===== config.mk =====
export PLATFORM = sky130hd
export DESIGN_NAME = cla_add32_pipe
export DESIGN_NICKNAME = d
export VERILOG_FILES = /design/src/rtl/cla_add32_pipe_pkg.sv /design/src/rtl/cla_add32_pipe_add16.sv /design/src/rtl/cla_add32_pipe.sv
export SDC_FILE = /design/constraint.sdc
export NUM_CORES = 1
export LEC_CHECK = 0
export CAP_MARGIN = 0
export CORE_UTILIZATION = 55
export CTS_CLUSTER_DIAMETER = 80
export DETAILED_ROUTE_END_ITERATION = 8
export DONT_BUFFER_PORTS = 1
export GPL_TIMING_DRIVEN = 0
export PLACE_DENSITY = 0.7
export SYNTH_ARGS = -nofsm -noshare
export SYNTH_HDL_FRONTEND = slang
export SYNTH_HIERARCHICAL = 1
export SYNTH_SLANG_ARGS = --single-unit

===== constraint.sdc =====
create_clock -name clk -period 2.9 [get_ports clk]
set_input_delay 0.29 -clock clk [delete_from_list [all_inputs] [get_ports clk]]
set_output_delay 0.29 -clock clk [all_outputs]
set_load 0.01 [all_outputs]

===== src/rtl/cla_add32_pipe_pkg.sv =====
// cla_add32_pipe_pkg: shared widths and the stage-1 register layout
package cla_add32_pipe_pkg;
    localparam int WIDTH = 32;
    localparam int SECT  = 16;
    localparam int GRP   = 4;

    typedef struct packed {
        logic [SECT-1:0] sum_lo;
        logic            c16;
        logic            g_lo;
        logic            p_lo;
        logic [SECT-1:0] a_hi;
        logic [SECT-1:0] b_hi;
    } s1_t;
endpackage


===== src/rtl/cla_add32_pipe_add16.sv =====
// cla_add16: combinational 16-bit lookahead section built from four 4-bit groups
module cla_add16
    import cla_add32_pipe_pkg::*;
(
    input  logic [SECT-1:0] x,
    input  logic [SECT-1:0] y,
    input  logic            c0,
    output logic [SECT-1:0] s,
    output logic            c16,
    output logic            gx,
    output logic            px
);
    localparam int NG = SECT / GRP;

    logic [SECT-1:0] w_g, w_p, w_c;
    logic [NG-1:0]   w_gg, w_gp, w_gc;

    assign w_g = x & y;
    assign w_p = x ^ y;

    genvar k;
    for (k = 0; k < NG; k++) begin : g_grp
        localparam int L = k * GRP;
        assign w_gg[k]  = w_g[L+3] | (w_p[L+3] & w_g[L+2]) | (&w_p[L+3:L+2] & w_g[L+1])
                        | (&w_p[L+3:L+1] & w_g[L]);
        assign w_gp[k]  = &w_p[L+3:L];
        assign w_c[L]   = w_gc[k];
        assign w_c[L+1] = w_g[L] | (w_p[L] & w_gc[k]);
        assign w_c[L+2] = w_g[L+1] | (w_p[L+1] & w_g[L]) | (&w_p[L+1:L] & w_gc[k]);
        assign w_c[L+3] = w_g[L+2] | (w_p[L+2] & w_g[L+1]) | (&w_p[L+2:L+1] & w_g[L])
                        | (&w_p[L+2:L] & w_gc[k]);
    end

    // group carries come straight from the section-level lookahead, never from a neighbour group
    assign w_gc[0] = c0;
    assign w_gc[1] = w_gg[0] | (w_gp[0] & c0);
    assign w_gc[2] = w_gg[1] | (w_gp[1] & w_gg[0]) | (&w_gp[1:0] & c0);
    assign w_gc[3] = w_gg[2] | (w_gp[2] & w_gg[1]) | (&w_gp[2:1] & w_gg[0]) | (&w_gp[2:0] & c0);

    assign gx  = w_gg[3] | (w_gp[3] & w_gg[2]) | (&w_gp[3:2] & w_gg[1]) | (&w_gp[3:1] & w_gg[0]);
    assign px  = &w_gp;
    assign c16 = gx | (px & c0);
    assign s   = w_p ^ w_c;
endmodule


===== src/rtl/cla_add32_pipe.sv =====
// cla_add32_pipe: two-stage pipelined 32-bit lookahead adder with valid/ready handshake
module cla_add32_pipe
    import cla_add32_pipe_pkg::*;
(
    input  logic             clk,
    input  logic             rst_n,
    input  logic [WIDTH-1:0] a,
    input  logic [WIDTH-1:0] b,
    input  logic             cin,
    input  logic             in_valid,
    output logic             in_ready,
    output logic [WIDTH-1:0] sum,
    output logic             cout,
    output logic             ovf,
    output logic             gx,
    output logic             px,
    output logic             out_valid,
    input  logic             out_ready
);
    s1_t             r_s1, w_s1;
    logic            r_v1, r_v2;
    logic [WIDTH-1:0] r_sum;
    logic            r_cout, r_ovf, r_gx, r_px;
    logic            w_ld1, w_ld2;
    logic [SECT-1:0] w_s_lo, w_s_hi;
    logic            w_c16, w_g_lo, w_p_lo, w_c32, w_g_hi, w_p_hi, w_ovf;

    cla_add16 u_lo (
        .x   (a[SECT-1:0]),
        .y   (b[SECT-1:0]),
        .c0  (cin),
        .s   (w_s_lo),
        .c16 (w_c16),
        .gx  (w_g_lo),
        .px  (w_p_lo)
    );

    cla_add16 u_hi (
        .x   (r_s1.a_hi),
        .y   (r_s1.b_hi),
        .c0  (r_s1.c16),
        .s   (w_s_hi),
        .c16 (w_c32),
        .gx  (w_g_hi),
        .px  (w_p_hi)
    );

    assign w_s1 = '{sum_lo: w_s_lo, c16: w_c16, g_lo: w_g_lo, p_lo: w_p_lo,
                    a_hi: a[WIDTH-1:SECT], b_hi: b[WIDTH-1:SECT]};
    assign w_ovf = (r_s1.a_hi[SECT-1] == r_s1.b_hi[SECT-1]) & (w_s_hi[SECT-1] != r_s1.a_hi[SECT-1]);

    // stage 1 can always take a new operand unless both stages are full and the output is stalled
    assign in_ready = !r_v1 | !r_v2 | out_ready;
    assign w_ld1    = in_valid & in_ready;
    assign w_ld2    = r_v1 & (!r_v2 | out_ready);

    // valid bits: a load sets, a hand-off or consume without refill clears
    always_ff @(posedge clk or negedge rst_n) begin
        if (!rst_n) begin
            r_v1 <= 1'b0;
            r_v2 <= 1'b0;
        end else begin
            r_v1 <= w_ld1 | (r_v1 & !w_ld2);
            r_v2 <= w_ld2 | (r_v2 & !out_ready);
        end
    end

    // stage-1 data: low-half result plus the high operand halves
    always_ff @(posedge clk or negedge rst_n) begin
        if (!rst_n) r_s1 <= '0;
        else if (w_ld1) r_s1 <= w_s1;
    end

    // stage-2 data: full result and the two-level group lookahead terms
    always_ff @(posedge clk or negedge rst_n) begin
        if (!rst_n) begin
            r_sum  <= '0;
            r_cout <= 1'b0;
            r_ovf  <= 1'b0;
            r_gx   <= 1'b0;
            r_px   <= 1'b0;
        end else if (w_ld2) begin
            r_sum  <= {w_s_hi, r_s1.sum_lo};
            r_cout <= w_c32;
            r_ovf  <= w_ovf;
            r_gx   <= w_g_hi | (w_p_hi & r_s1.g_lo);
            r_px   <= w_p_hi & r_s1.p_lo;
        end
    end

    assign sum       = r_sum;
    assign cout      = r_cout;
    assign ovf       = r_ovf;
    assign gx        = r_gx;
    assign px        = r_px;
    assign out_valid = r_v2;
endmodule


==> Implementation_results.wiki <==
{| class="wikitable"
! Metric !! Value
|-
| Post-Place Cell Area || 5080 um2
|-
| Worst EP required || 3.14 ns
|-
| Remaining antenna violation count || 0
|-
| Proportion of netlist area held by the largest area contributor || 45.04%
|-
| I/O pin count || 107
|-
| Most frequent cells in the layout || 89 x dfrtp_1, 85 x mux2_2, 32 x ha_1
|-
| Setup-violating endpoint count in the final report || 0
|-
| Sequential fraction of the synthesis area || 45.04%
|-
| Syn-to-layout area delta || 8.123%
|-
| Sort of element at the start of the critical path || flop
|-
| Type of the tightest min-delay check || primary input to flop
|-
| Detailed-route wire length per cell || 18.57 um
|-
| Leading post-synthesis cells by cell area || dfrtp_1 45%, mux2_2 19%, ha_1 8.1%, fa_1 3.2%, xnor2_1 2.1%
|-
| Capturing element type of the critical path || flop
|-
| Number of cells upsized or downsized after cts || 0
|-
| Post-synth EDFFs || 0
|-
| Netlist Area Pre-Place || 4945 um2
|-
| Hold-fix buffer count after cts || 2
|-
| Final total negative setup slack || 0 ns
|-
| Initial Util || 56.70%
|-
| Total length of routed wires || 9528 um
|-
| Overall routing resource usage || 21.97%
|-
| Transition time of the tightest slew-check pin || 0.5647 ns
|-
| End of the worst hold path || r_v1
|-
| Dominant synthesized flop cell || dfrtp_1
|-
| Maximum number of pins on one net before global-route repair || 90
|-
| Footprint of the flip-flops and latches || 2227 um2
|-
| # port buffers || 0
|-
| Clock Path Buffers || 2
|-
| Worst path arrival time || 2.83 ns
|-
| Number of pins with negative max-slew slack in the final report || 0
|-
| Worst Reg-to-Reg Cells || 8
|-
| CP cell instances || ha_1, nand4_2, nor3_1, nand2_1, nand2_2, a2111oi_0, or4_1, mux2_2
|-
| Via count of the first global-routing pass || 3,244
|-
| Global route total overflow || 0
|-
| Area taken by multi-input logic gates || 2570 um2
|-
| Critical path start-end classification || flop to flop
|-
| Drt initial violations || 69
|-
| Area of the die || 9373 um2
|-
| Number of distinct standard cells referenced by the synthesized netlist || 56
|-
| Fraction of final layout cells sized beyond drive strength 1 || 33.33%
|-
| Diode insertion count for antenna repair || 0
|-
| Reg-to-reg endpoint || sum[30]
|-
| Max-slew headroom || 61.38%
|-
| Synth Area per Inst || 12.78 um2
|-
| Finished Cell Area || 5346 um2
|-
| Gpl congestion || 0.7970
|-
| Unrepaired setup endpoints after global routing || no
|-
| Most common cell after layout, fill and taps aside || dfrtp_1
|-
| Kind of cell adding the most delay to the critical path || simple AND/OR/NAND/NOR gates
|-
| Core Box Area || 8721 um2
|-
| Final Hold Vio Count || 0
|-
| TritonCTS clock tree || built
|-
| Clk sink count || 89
|-
| Number of remaining DRC errors || 0
|-
| Worst-case register-to-register setup slack || 0.31 ns
|-
| Stage delay of the slowest cell on the critical path || 0.54 ns
|-
| Number of nets in the final layout || 509
|-
| Reg-to-reg critical path startpoint || r_s1[10]
|-
| Insertion delay of the later-clocked pin in the worst-skew pair || 0.36 ns
|-
| Number of violations of the max-capacitance limit || 0
|-
| Buffer cell driving the clock tree root || clkbuf_8
|-
| Antenna violations before repair || 0
|-
| Chip Height || 96.82 um
|-
| Mapped Cells || 387
|-
| Cell depth of the worst hold path || 1
|-
| Dominant cell type by area after synthesis || dfrtp_1
|-
| Worst setup skew after layout || 0.01324 ns
|-
| Detailed placer's ending HPWL || 7057 um
|-
| Yosys warns || 6
|-
| Buf/Inv on CP || 0
|-
| Total leakage power || 0.002341 uW
|-
| Placement Rows || 34
|-
| Filler cell count in the final layout || 710
|-
| First-pass GRT wire length || 16,170 um
|-
| Share of flip-flops with an asynchronous set or reset after synthesis || 100.0%
|-
| Highest clock rate || 386.4 MHz
|-
| Post-CTS Repair Setup Buffers || 0
|-
| Total iterations of the first detailed-routing run || 4
|-
| Max Fanout on Critical Path || 5
|-
| Register bit count reported by yosys || 89
|-
| Number of buffers created by CTS || 9
|-
| Vias post-DR || 3,076
|-
| Clock-pin transition on the worst setup and hold timing paths || 0.09 ns
|-
| Tcrit/Tclk final || 89.23%
|-
| Hold path startpoint || in_valid
|-
| Vias per std cell || 5.996
|-
| PwrDens || 763.2 nW/um2
|-
| Width of the die || 96.82 um
|-
| Nets in the synthesized netlist || 496
|-
| Worst path slowest cell || or4_1
|-
| Maximum vdd ir drop || 0.3664 mV
|-
| Min Clock Period, post-route || 2.588 ns
|-
| H-Tree Depth || 3
|-
| Status || finished clean
|}
-- where the power goes --
group | internal (uW) | switching (uW)
logic | 614 | 531
registers | 1610 | 353
clock network | 517 | 454
total | 2740 | 1340
-- layout make-up --
cell class                 count  share of cell area [%]
multi-input combinational    275                   48.07
sequential                    89                   41.66
timing repair buffer           2                  0.7021
clock buffer                  11                   2.645
clock inverter                 5                   1.638
buffer                         9                   1.779
inverter                      14                  0.9829
tap                          108                   2.528
-- synth_stat cells (7+ instances only) --
cell	count
ha_1	32
inv_1	13
xor2_1	8
xnor2_1	12
a21oi_1	17
nor2_1	10
buf_6	8
a21o_1	9
dfrtp_1	89
mux2_2	85
nand2_1	16
nor3_1	8
nand3_1	7
fa_1	8
-- cells by family (layout without fill, tap and decap cells) --
| group | count (synthesis) | in the layout | synth area share, % |
|---|---|---|---|
| DFF | 89 | 89 | 45.04 |
| AOI/OAI and AO/OA | 60 | 60 | 9.641 |
| and+or+nand+nor | 70 | 70 | 8.097 |
| muxes | 85 | 85 | 19.36 |
| buffers and inverters | 23 | 41 | 2.986 |
| adders and majority gates | 40 | 40 | 11.34 |
| xor gates and xnor gates | 20 | 20 | 3.543 |
-- stage by stage --
step	setup WS [ns]	std cells	util (%)	hold WS [ns]	total power, uW
floorplan	0.5289	387	-	-0.005591	2854
global placement	0.3702	495	58.25	-0.002619	3058
detailed placement	0.3564	495	58.25	-0.003187	3118
CTS	0.3107	513	61.31	0.02840	4132
global route	0.1600	513	61.31	0.03456	4346
finish	0.3123	513	61.31	0.04500	4080
-- worst max path at each step --
stage                     slack (ns)  cells past startpoint     start       to
final                           0.31                      8  r_s1[10]  sum[30]
after detailed placement        0.36                      8   r_s1[5]  sum[30]
after global routing            0.16                      8  r_s1[10]  sum[30]
after CTS                       0.31                      8   r_s1[9]  sum[30]
after floorplan                 0.53                      8   r_s1[5]  sum[30]
after global placement          0.37                      8   r_s1[5]  sum[30]
-- registers in the layout, indices dropped and copies added, names as in the netlist --
name / flops
r_s1: 51
sum: 32
cout: 1
gx: 1
out_valid: 1
ovf: 1
px: 1
r_v1: 1
-- routing by layer --
layer  GRT usage [%]  part of all wire [%]  up-vias  wire length (um)
li1                -                     -     1448                 -
met1           26.57                    41     1541              3954
met2           38.08                    51       79              4899
met3           6.647                   6.2        8               595
met4           5.741                  0.82        0                78
met5               0                     0        -                 0
(Power assumes the default switching activity.)
